**src/rtl/nsa_pkg.sv**
```systemverilog
// Shared definitions for the nibble-serial adder sequencer: slice width,
// FSM state encoding and the index-register width helper.
package nsa_pkg;

    // Width of the single adder slice that is reused every cycle.
    localparam int NIBBLE_W = 4;

    // Sequencer states. The encoding is fixed so that debug tooling can decode it.
    typedef enum logic [1:0] {
        IDLE = 2'b00,
        RUN  = 2'b01,
        DONE = 2'b10
    } state_e;

    // Width of the nibble index register. It is never narrower than one bit,
    // so that the NIBBLES=1 build still has a legal register.
    function automatic int idx_w(input int nibbles);
        return (nibbles > 1) ? $clog2(nibbles) : 1;
    endfunction

endpackage

```
**src/rtl/nibble_serial_add_ctrl_adder4.sv**
```systemverilog
// Purely combinational 4-bit ripple-carry adder slice. The sequencer
// instantiates it exactly once and feeds it one nibble per clock.
module adder4 (
    input  logic [3:0] a,
    input  logic [3:0] b,
    input  logic       cin,
    output logic [3:0] sum,
    output logic       cout
);

    logic [4:0] carry;

    // Ripple the carry through four full-adder bits.
    always_comb begin
        carry    = '0;
        sum      = '0;
        carry[0] = cin;
        for (int i = 0; i < 4; i++) begin
            sum[i]       = a[i] ^ b[i] ^ carry[i];
            carry[i + 1] = (a[i] & b[i]) | (a[i] & carry[i]) | (b[i] & carry[i]);
        end
        cout = carry[4];
    end

endmodule

```
**src/rtl/nibble_serial_add_ctrl.sv**
```systemverilog
// Wide adder built from one reused 4-bit slice, processing one nibble per
// clock, least-significant nibble first.
//
// Handshakes: an operand set transfers on a rising edge where in_valid and
// in_ready are both high; a result transfers on a rising edge where out_valid
// and out_ready are both high. in_ready is high only in IDLE and out_valid is
// high only in DONE, so each side is ignored while the other phase is active.
//
// Optional feature: defining NSA_SUB_EN adds an 'op' input. op=1 computes
// a-b as a + ~b + 1 (cin is ignored and cout=1 means no borrow); op=0 adds.
module nibble_serial_add_ctrl
    import nsa_pkg::*;
#(
    parameter int NIBBLES = 4
) (
    input  logic                            clk,
    input  logic                            rst_n,
    input  logic                            in_valid,
    output logic                            in_ready,
    input  logic [NIBBLES*NIBBLE_W-1:0]     a,
    input  logic [NIBBLES*NIBBLE_W-1:0]     b,
    input  logic                            cin,
`ifdef NSA_SUB_EN
    input  logic                            op,
`endif
    output logic                            out_valid,
    input  logic                            out_ready,
    output logic [NIBBLES*NIBBLE_W-1:0]     sum,
    output logic                            cout,
    output logic [1:0]                      dbg_state
);

    localparam int W     = NIBBLES * NIBBLE_W;
    localparam int IDX_W = idx_w(NIBBLES);
    localparam logic [IDX_W-1:0] LAST_IDX = IDX_W'(NIBBLES - 1);

    state_e               state_q;
    logic [W-1:0]         a_q;
    logic [W-1:0]         b_q;
    logic                 carry_q;
    logic [IDX_W-1:0]     idx_q;
    logic [W-1:0]         sum_q;
    logic                 cout_q;
    logic                 in_ready_q;
    logic                 out_valid_q;
`ifdef NSA_SUB_EN
    logic                 op_q;
`endif

    logic [NIBBLE_W-1:0]  a_nib;
    logic [NIBBLE_W-1:0]  b_nib;
    logic [NIBBLE_W-1:0]  slice_sum;
    logic                 slice_cout;
    logic                 carry_init_d;
    logic [IDX_W-1:0]     idx_d;

    // Select the current operand nibbles; for subtraction B is inverted on its way into the slice.
    always_comb begin
        a_nib = a_q[int'(idx_q)*NIBBLE_W +: NIBBLE_W];
        b_nib = b_q[int'(idx_q)*NIBBLE_W +: NIBBLE_W];
`ifdef NSA_SUB_EN
        if (op_q) begin
            b_nib = ~b_nib;
        end
`endif
    end

    // Carry seed at accept time (forced to 1 for subtraction) and the next nibble index.
    always_comb begin
        carry_init_d = cin;
`ifdef NSA_SUB_EN
        if (op) begin
            carry_init_d = 1'b1;
        end
`endif
        idx_d = idx_q + IDX_W'(1);
    end

    adder4 u_adder4 (
        .a    (a_nib),
        .b    (b_nib),
        .cin  (carry_q),
        .sum  (slice_sum),
        .cout (slice_cout)
    );

    // Sequencer FSM together with the operand, result and handshake registers.
    always_ff @(posedge clk or negedge rst_n) begin
        if (!rst_n) begin
            state_q     <= IDLE;
            a_q         <= '0;
            b_q         <= '0;
            carry_q     <= 1'b0;
            idx_q       <= '0;
            sum_q       <= '0;
            cout_q      <= 1'b0;
            in_ready_q  <= 1'b1;
            out_valid_q <= 1'b0;
`ifdef NSA_SUB_EN
            op_q        <= 1'b0;
`endif
        end else begin
            case (state_q)
                IDLE: begin
                    if (in_valid) begin
                        a_q        <= a;
                        b_q        <= b;
                        carry_q    <= carry_init_d;
                        idx_q      <= '0;
`ifdef NSA_SUB_EN
                        op_q       <= op;
`endif
                        in_ready_q <= 1'b0;
                        state_q    <= RUN;
                    end
                end
                RUN: begin
                    // Nibbles above idx keep stale data until they are written.
                    sum_q[int'(idx_q)*NIBBLE_W +: NIBBLE_W] <= slice_sum;
                    carry_q <= slice_cout;
                    idx_q   <= idx_d;
                    if (idx_q == LAST_IDX) begin
                        cout_q      <= slice_cout;
                        out_valid_q <= 1'b1;
                        state_q     <= DONE;
                    end
                end
                DONE: begin
                    // sum and cout keep their values after the result is taken.
                    if (out_ready) begin
                        out_valid_q <= 1'b0;
                        in_ready_q  <= 1'b1;
                        state_q     <= IDLE;
                    end
                end
                default: begin
                    out_valid_q <= 1'b0;
                    in_ready_q  <= 1'b1;
                    state_q     <= IDLE;
                end
            endcase
        end
    end

    assign in_ready  = in_ready_q;
    assign out_valid = out_valid_q;
    assign sum       = sum_q;
    assign cout      = cout_q;
    assign dbg_state = state_q;

endmodule

```
**config.mk**
```make
export PLATFORM = sky130hd
export DESIGN_NAME = nibble_serial_add_ctrl
export DESIGN_NICKNAME = d
export VERILOG_FILES = /design/src/rtl/nsa_pkg.sv /design/src/rtl/nibble_serial_add_ctrl_adder4.sv /design/src/rtl/nibble_serial_add_ctrl.sv
export SDC_FILE = /design/constraint.sdc
export NUM_CORES = 1
export LEC_CHECK = 0
export BUFFER_PORTS_ARGS = -buffer_cell sky130_fd_sc_hd__buf_4
export CORE_MARGIN = 4
export CORE_UTILIZATION = 45
export DETAILED_ROUTE_END_ITERATION = 7
export PLACE_DENSITY = 0.79
export REMOVE_ABC_BUFFERS = 1
export SLEW_MARGIN = 20
export SYNTH_ARGS = -nofsm -noshare
export SYNTH_HDL_FRONTEND = slang
export SYNTH_SLANG_ARGS = --single-unit
```
**constraint.sdc**
```tcl
create_clock -name clk -period 3.5 [get_ports clk]
set_input_delay 0.525 -clock clk [delete_from_list [all_inputs] [get_ports clk]]
set_output_delay 0.525 -clock clk [all_outputs]
set_load 0.02 [all_outputs]
```
==> flow_summary_export.csv, run 1 <==
group,metric,value,unit
min_path,hp-class,"input pin to async pin",
power_and_ir_drop,ir_worst_vdd,0.475,mV
clock_network,cts.htree.levels,2,
placement,portBuffers,57,
clock_network,numCtsBuffers,5,
run,maxCapViolCount,0,
clock_network,clk_latency,0.31,ns
grt,grt_pass1_wl,8.40,mm
clock_network,root_buffer,"clkbuf_8",
clock_network,cts_setup_buffers,0,
logic_synthesis,yosysSeqAreaShare,0.532,
power_and_ir_drop,power_density,1030,nW/um2
logic_synthesis,netlist_instances,195,
timing,finalClockSkew,0.00466,ns
logic_synthesis,synth-edff-count,0,
grt,grt_overflow,0,
grt,track_usage,0.148,
power_and_ir_drop,p_leak,1.51,nW
grt,grt_max_degree,57,
layout,diodes,0,
layout,stdcell_count,326,
clock_network,path_clk_slew,0.10,ns
logic_synthesis,synth_area_leaders,"dfrtp_1 52%, mux2_2 13%, mux4_2 4.3%, nand2_1 3.1%, fa_1 3.0%",
timing,fmax,0.363,GHz
placement,gp_congestion,0.757,
clock_network,clock-sinks,56,
timing,worst-slew-pin-transition,0.695,ns
logic_synthesis,yosysTopAreaCellShare,0.522,
clock_network,cts-resized-gates,0,
layout,syn_to_final_growth,23.7,%
worst_setup_path,start_kind,"flip-flop",
worst_setup_path,endpoint_kind,"flip-flop",
worst_setup_path,worst-path-max-fanout,12,
die,die_area,7150,um2
layout,drive_gt1_frac,0.433,
timing,slew_viol_final,0,
power_and_ir_drop,power,3.35,mW
logic_synthesis,synth_fa_ha_area_frac,0.0588,
timing,tns,0,ns
timing,period_needed,2.75,ns
logic_synthesis,synth_mux_area_frac,0.217,
timing,relSlewSlack,0.537,
logic_synthesis,avgSynthCellArea,13.5,um2
route,ant_nets,0,
layout,nNetsFinal,300,
placement,hpwl,3.78,mm
logic_synthesis,synth_largest_area_cell,"dfrtp_1",
layout,fillers,478,
route,avgRoutedWirePerCell,15.5,um
grt,grt_pass1_vias,1715,
logic_synthesis,synth-compound-area-share,0.0612,
layout,layout_commonest_cell,"buf_4",
placement,place_inst,318,
die,rows,27,
route,first_pass_iters,4,
route,drt-initial-drc-count,40,
timing,setup_viol,0,
route,vias,1713,
clock_network,postCtsHoldBufs,0,
die,pin_count,58,
die,die_height,84.6,um
logic_synthesis,synth_xor_area_frac,0,
route,via_per_inst,5.25,
logic_synthesis,syn-cell-area,2640,um2
timing,rsz0062_at_grt,"no",
layout,final_cell_area,3260,um2
worst_setup_path,worstSetupPathType,"flip-flop to flip-flop",
placement,placed_cell_area,3100,um2
timing,period_share,0.787,
route,routed_wl,5.05,mm
clock_network,cts_tree,"done",
logic_synthesis,post_synth_num_cell_types,35,
status,status,"completed",
logic_synthesis,synthArstFlopShare,1.00,
logic_synthesis,synth_top_family_by_area,"multiplexers",
layout,multi_input_area,1120,um2
logic_synthesis,synthSimpleGateAreaFrac,0.0887,
worst_setup_path,cp.required,3.72,ns
die,die_x,84.6,um
worst_setup_path,r2r_setup_slack,0.75,ns
worst_setup_path,cp.arrival,2.97,ns
logic_synthesis,ys.flop_type,"dfrtp_1",
layout,ff_latch_area,1400,um2
logic_synthesis,ys_ff_latch,56,
grt,antenna_found_initial,0,
logic_synthesis,yosys_warnings,0,
die,start_util,0.470,
clock_network,cts_max_path_buffers,2,
timing,hold_viol_final,0,
die,core_region_area,5610,um2
route,drc,0,
layout,most-common-layout-cells,"59 x buf_4, 55 x dfrtp_1, 31 x mux2_2, 22 x nand2_1, 11 x inv_1",
final timing paths:
| path | start | endpoint | cells past startpoint |
|---|---|---|---|
| setup / recovery | idx_q[1] | sum[15] | 9 |
| setup reg to reg | idx_q[1] | sum[15] | 9 |
| hold reg to reg | sum[14] | sum[14] | 2 |
| hold / removal | rst_n | sum[14] | 1 |
| max in group asynchronous | rst_n | sum[9] | 1 |
| min in group clk | out_ready | dbg_state[1] | 2 |
where the power goes:
part           internal (mW)  switching, mW
Sequential             0.939          0.224
Combinational          0.786          0.835
Clock                  0.357          0.205
flip-flops by register name, indices dropped and copies added, names as in the netlist:
| register | count |
|---|---|
| in_ready | 1 |
| out_valid | 1 |
| carry_q | 1 |
| b_q | 16 |
| idx_q | 2 |
| sum | 16 |
| cout | 1 |
| a_q | 16 |
| dbg_state | 2 |
area by class of cell:
class	count	area share
sequential	56	0.430
multi-input combinational	119	0.344
timing repair buffer	59	0.136
clock inverter	3	0.0276
tap	72	0.0276
clock buffer	5	0.0211
inverter	12	0.0138
per-stage QoR:
stage	setup WS, ns	hold slack [ns]	util
after detailed placement	0.742	0.470	0.554
final	0.746	0.241	0.582
after floorplan	0.541	0.229	-
after CTS	0.720	0.274	0.582
after global routing	0.539	0.311	0.582
after global placement	0.804	0.463	0.554
cells in the mapped netlist, drive strengths merged, types with 2 or more instances:
cell,n
buf,7
fa,4
o31ai,9
dfrtp,55
nand3b,4
mux2,33
ha,6
mux4,8
o41ai,2
inv,12
nand2,22
nor3b,2
a21oi,4
nor2,7
o21ai,8
worst max-delay path, cell delays in order, from the launching register on:
cell     delay, ns
dfrtp_1       0.63
mux4_2        0.39
fa_1          0.39
inv_1         0.07
fa_1          0.19
fa_1          0.17
inv_1         0.05
fa_1          0.49
inv_1         0.06
o31ai_1       0.23
per-layer routing:
layer / up-vias / routed length, um / GRT usage
met2: 47 / 2520 / 0.246
met1: 854 / 2170 / 0.189
met5: - / 0 / 0
li1: 808 / - / -
met3: 4 / 321 / 0.0481
met4: 0 / 30 / 0.0345
logic make-up after synthesis:
| kind of cell | Yosys count |
|---|---|
| and+or+nand+nor | 42 |
| muxes | 42 |
| AOI/OAI and AO/OA | 25 |
| buffers and inverters | 20 |
| adders and majority gates | 10 |
| DFF | 56 |
(Power assumes the default switching activity.)
==> run 2: changes to the inputs <==
- ABC_AREA: unset -> 1
- clock period: 3.5 -> 2.6 ns (I/O delays scaled with it)
==> run 2 against run 1 <==
- area after synthesis is 2.6% higher
- clock power is 12% lower
- fmax is 7.2% higher
- die area is 2.4% higher
- first-iteration DRC count grew to 2.8 times the previous value
- critical endpoint is now sum[11]
- register-to-register slack worse by 0.72 ns
- worst setup slack worse by 0.72 ns
- count of clock-buffer cells in the layout is 3 higher
- global-route usage is 1.9 points higher
- via count is 33% higher
- critical path type unchanged
==> flow_summary_export.csv, run 2 <==
group,metric,value,unit
worst_setup_path,cp.arrival,2.78,ns
route,met2WireLength,2.75,mm
route,drc,0,
power_and_ir_drop,power_density,1300,nW/um2
grt,grt_max_degree,57,
logic_synthesis,yosys-top-cells-count,"164 x nand2_1, 55 x dfrtp_1, 25 x nand3_1, 20 x nor2_1, 18 x inv_1",
layout,layout_commonest_cell,"nand2_1",
die,die_height,85.6,um
die,start_util,0.477,
grt,grt_pass1_wl,9.85,mm
layout,multi_input_area,1170,um2
die,rows,27,
worst_setup_path,worstReg2RegStart,"idx_q[0]",
layout,syn_to_final_growth,22.5,%
timing,rsz0062_at_grt,"yes",
logic_synthesis,synthArstFlopShare,1.00,
clock_network,cts_max_path_buffers,2,
placement,hpwl,4.37,mm
timing,tns,0,ns
die,core_region_area,5680,um2
logic_synthesis,synth_area_leaders,"dfrtp_1 51%, nand2_1 23%, nand3_1 4.6%, fa_1 3.0%, o21ai_0 3.0%",
grt,grt_overflow,0,
timing,relSlewSlack,0.540,
logic_synthesis,synth-edff-count,0,
power_and_ir_drop,ir_worst_vdd,0.639,mV
logic_synthesis,yosysTopAreaCellShare,0.509,
timing,setup_viol,0,
route,vias,2280,
clock_network,clk_latency,0.31,ns
worst_setup_path,startpoint,"idx_q[0]",
route,first_pass_iters,4,
worst_setup_path,worst-path-max-fanout,7,
power_and_ir_drop,p_leak,1.82,nW
die,die_area,7320,um2
timing,worst-slew-pin-transition,0.690,ns
clock_network,root_buffer,"clkbuf_8",
timing,slew_viol_final,0,
worst_setup_path,cp.required,2.81,ns
run,maxCapViolCount,0,
placement,place_inst,459,
layout,nNetsFinal,441,
route,dr.max_layer_used,"met4",
clock_network,cts_tree,"done",
route,via_per_inst,4.88,
power_and_ir_drop,power,4.30,mW
timing,finalClockSkew,0.00699,ns
clock_network,numCtsBuffers,5,
layout,final_cell_area,3320,um2
timing,hold_viol_final,0,
route,routed_wl,5.88,mm
layout,diodes,0,
clock_network,path_clk_slew,0.10,ns
logic_synthesis,ys.flop_type,"dfrtp_1",
clock_network,cts.htree.levels,2,
logic_synthesis,avgSynthCellArea,8.10,um2
timing,period_share,0.988,
worst_setup_path,endpoint_kind,"flip-flop",
grt,track_usage,0.167,
logic_synthesis,synth_largest_area_cell,"dfrtp_1",
logic_synthesis,ys_ff_latch,56,
route,drt-initial-drc-count,113,
layout,most-common-layout-cells,"163 x nand2_1, 65 x buf_4, 55 x dfrtp_1, 23 x nand3_1, 20 x nor2_1",
min_path,hp-class,"input pin to async pin",
layout,stdcell_count,467,
route,routedLengthMet1,2.73,mm
logic_synthesis,yosys_warnings,0,
logic_synthesis,yosysSeqAreaShare,0.518,
layout,ff_latch_area,1400,um2
status,status,"completed",
grt,antenna_found_initial,0,
timing,period_needed,2.57,ns
placement,gp_congestion,0.868,
logic_synthesis,netlist_instances,334,
layout,fillers,535,
route,avgRoutedWirePerCell,12.6,um
grt,grt_pass1_vias,2154,
logic_synthesis,syn-cell-area,2710,um2
route,met3_wirelength,310,um
layout,drive_gt1_frac,0.218,
timing,fmax,0.389,GHz
worst_setup_path,worstSetupPathType,"flip-flop to flip-flop",
die,die_x,85.6,um
die,pin_count,58,
placement,portBuffers,57,
logic_synthesis,synth.most_common_cell,"nand2_1",
worst_setup_path,start_kind,"flip-flop",
route,ant_nets,0,
clock_network,clock-sinks,56,
placement,placed_cell_area,3210,um2
logic_synthesis,post_synth_num_cell_types,22,
==> run 2: logic make-up (layout without fill, tap and decap cells) <==
family / after synthesis / after routing / synth area share
and+or+nand+nor: 214 / 214 / 0.322
DFF: 56 / 56 / 0.518
buffers and inverters: 31 / 92 / 0.0555
AOI/OAI and AO/OA: 23 / 23 / 0.0472
adders and majority gates: 10 / 10 / 0.0573
==> run 2: where the power goes <==
group	switching [mW]	internal, mW	leakage [nW]
registers	0.240	1.24	0.714
logic	1.43	0.892	1.06
clock network	0.278	0.218	0.0455
==> run 2: stage by stage <==
stage          hold slack (ns)  utilization  worst slack [ns]
3_3_place_gp             0.450        0.565          -0.00265
6_report                 0.102        0.584            0.0302
4_1_cts                  0.136        0.583            0.0102
5_1_grt                  0.168        0.584            -0.122
3_5_place_dp             0.463        0.565           -0.0715
2_1_floorplan           0.0944            -            -0.543
==> run 2: cell type report <==
type                    count  area share
clock buffers               8      0.0272
inverters                  19      0.0215
multi-input cells         247       0.354
flip-flops and latches     56       0.423
well taps                  72      0.0272
repair buffers             65       0.147
==> run 2: final timing paths <==
path / end / slack [ns] / depth (start not counted)
max: sum[11] / 0.03 / 14
min: sum[14] / 0.10 / 1
max reg2reg: sum[11] / 0.03 / 14
min reg2reg: in_ready / 0.47 / 2
max in group asynchronous: a_q[3] / 2.03 / 1
min in group clk: dbg_state[1] / 0.25 / 2
==> run 2: timing repair <==
item / 4_1_cts / 5_1_grt
hold buffers: 0 / 0
endpoints found under the hold margin: 0 / 0
pin swaps: 3 / 4
endpoints found under the setup margin: 4 / 4
resized for setup: 6 / 6
setup buffers: 1 / 0
==> run 2: routing by layer <==
layer | global-route usage | vias to the layer above
met2 | 0.266 | 52
li1 | - | 1159
met3 | 0.0327 | 9
met5 | 0 | -
met1 | 0.229 | 1060
met4 | 0.0576 | 0
==> run 2: critical path: stages, from the launching register on <==
cell and delay (ns):
dfrtp_1 0.43, inv_2 0.09, nand2_1 0.06, o211ai_1 0.09, nand2_1 0.11, fa_2 0.21
inv_2 0.04, fa_2 0.33, fa_2 0.34, inv_2 0.06, fa_1 0.45, nand2_1 0.09
inv_1 0.05, nand3_2 0.08, nand2_2 0.05
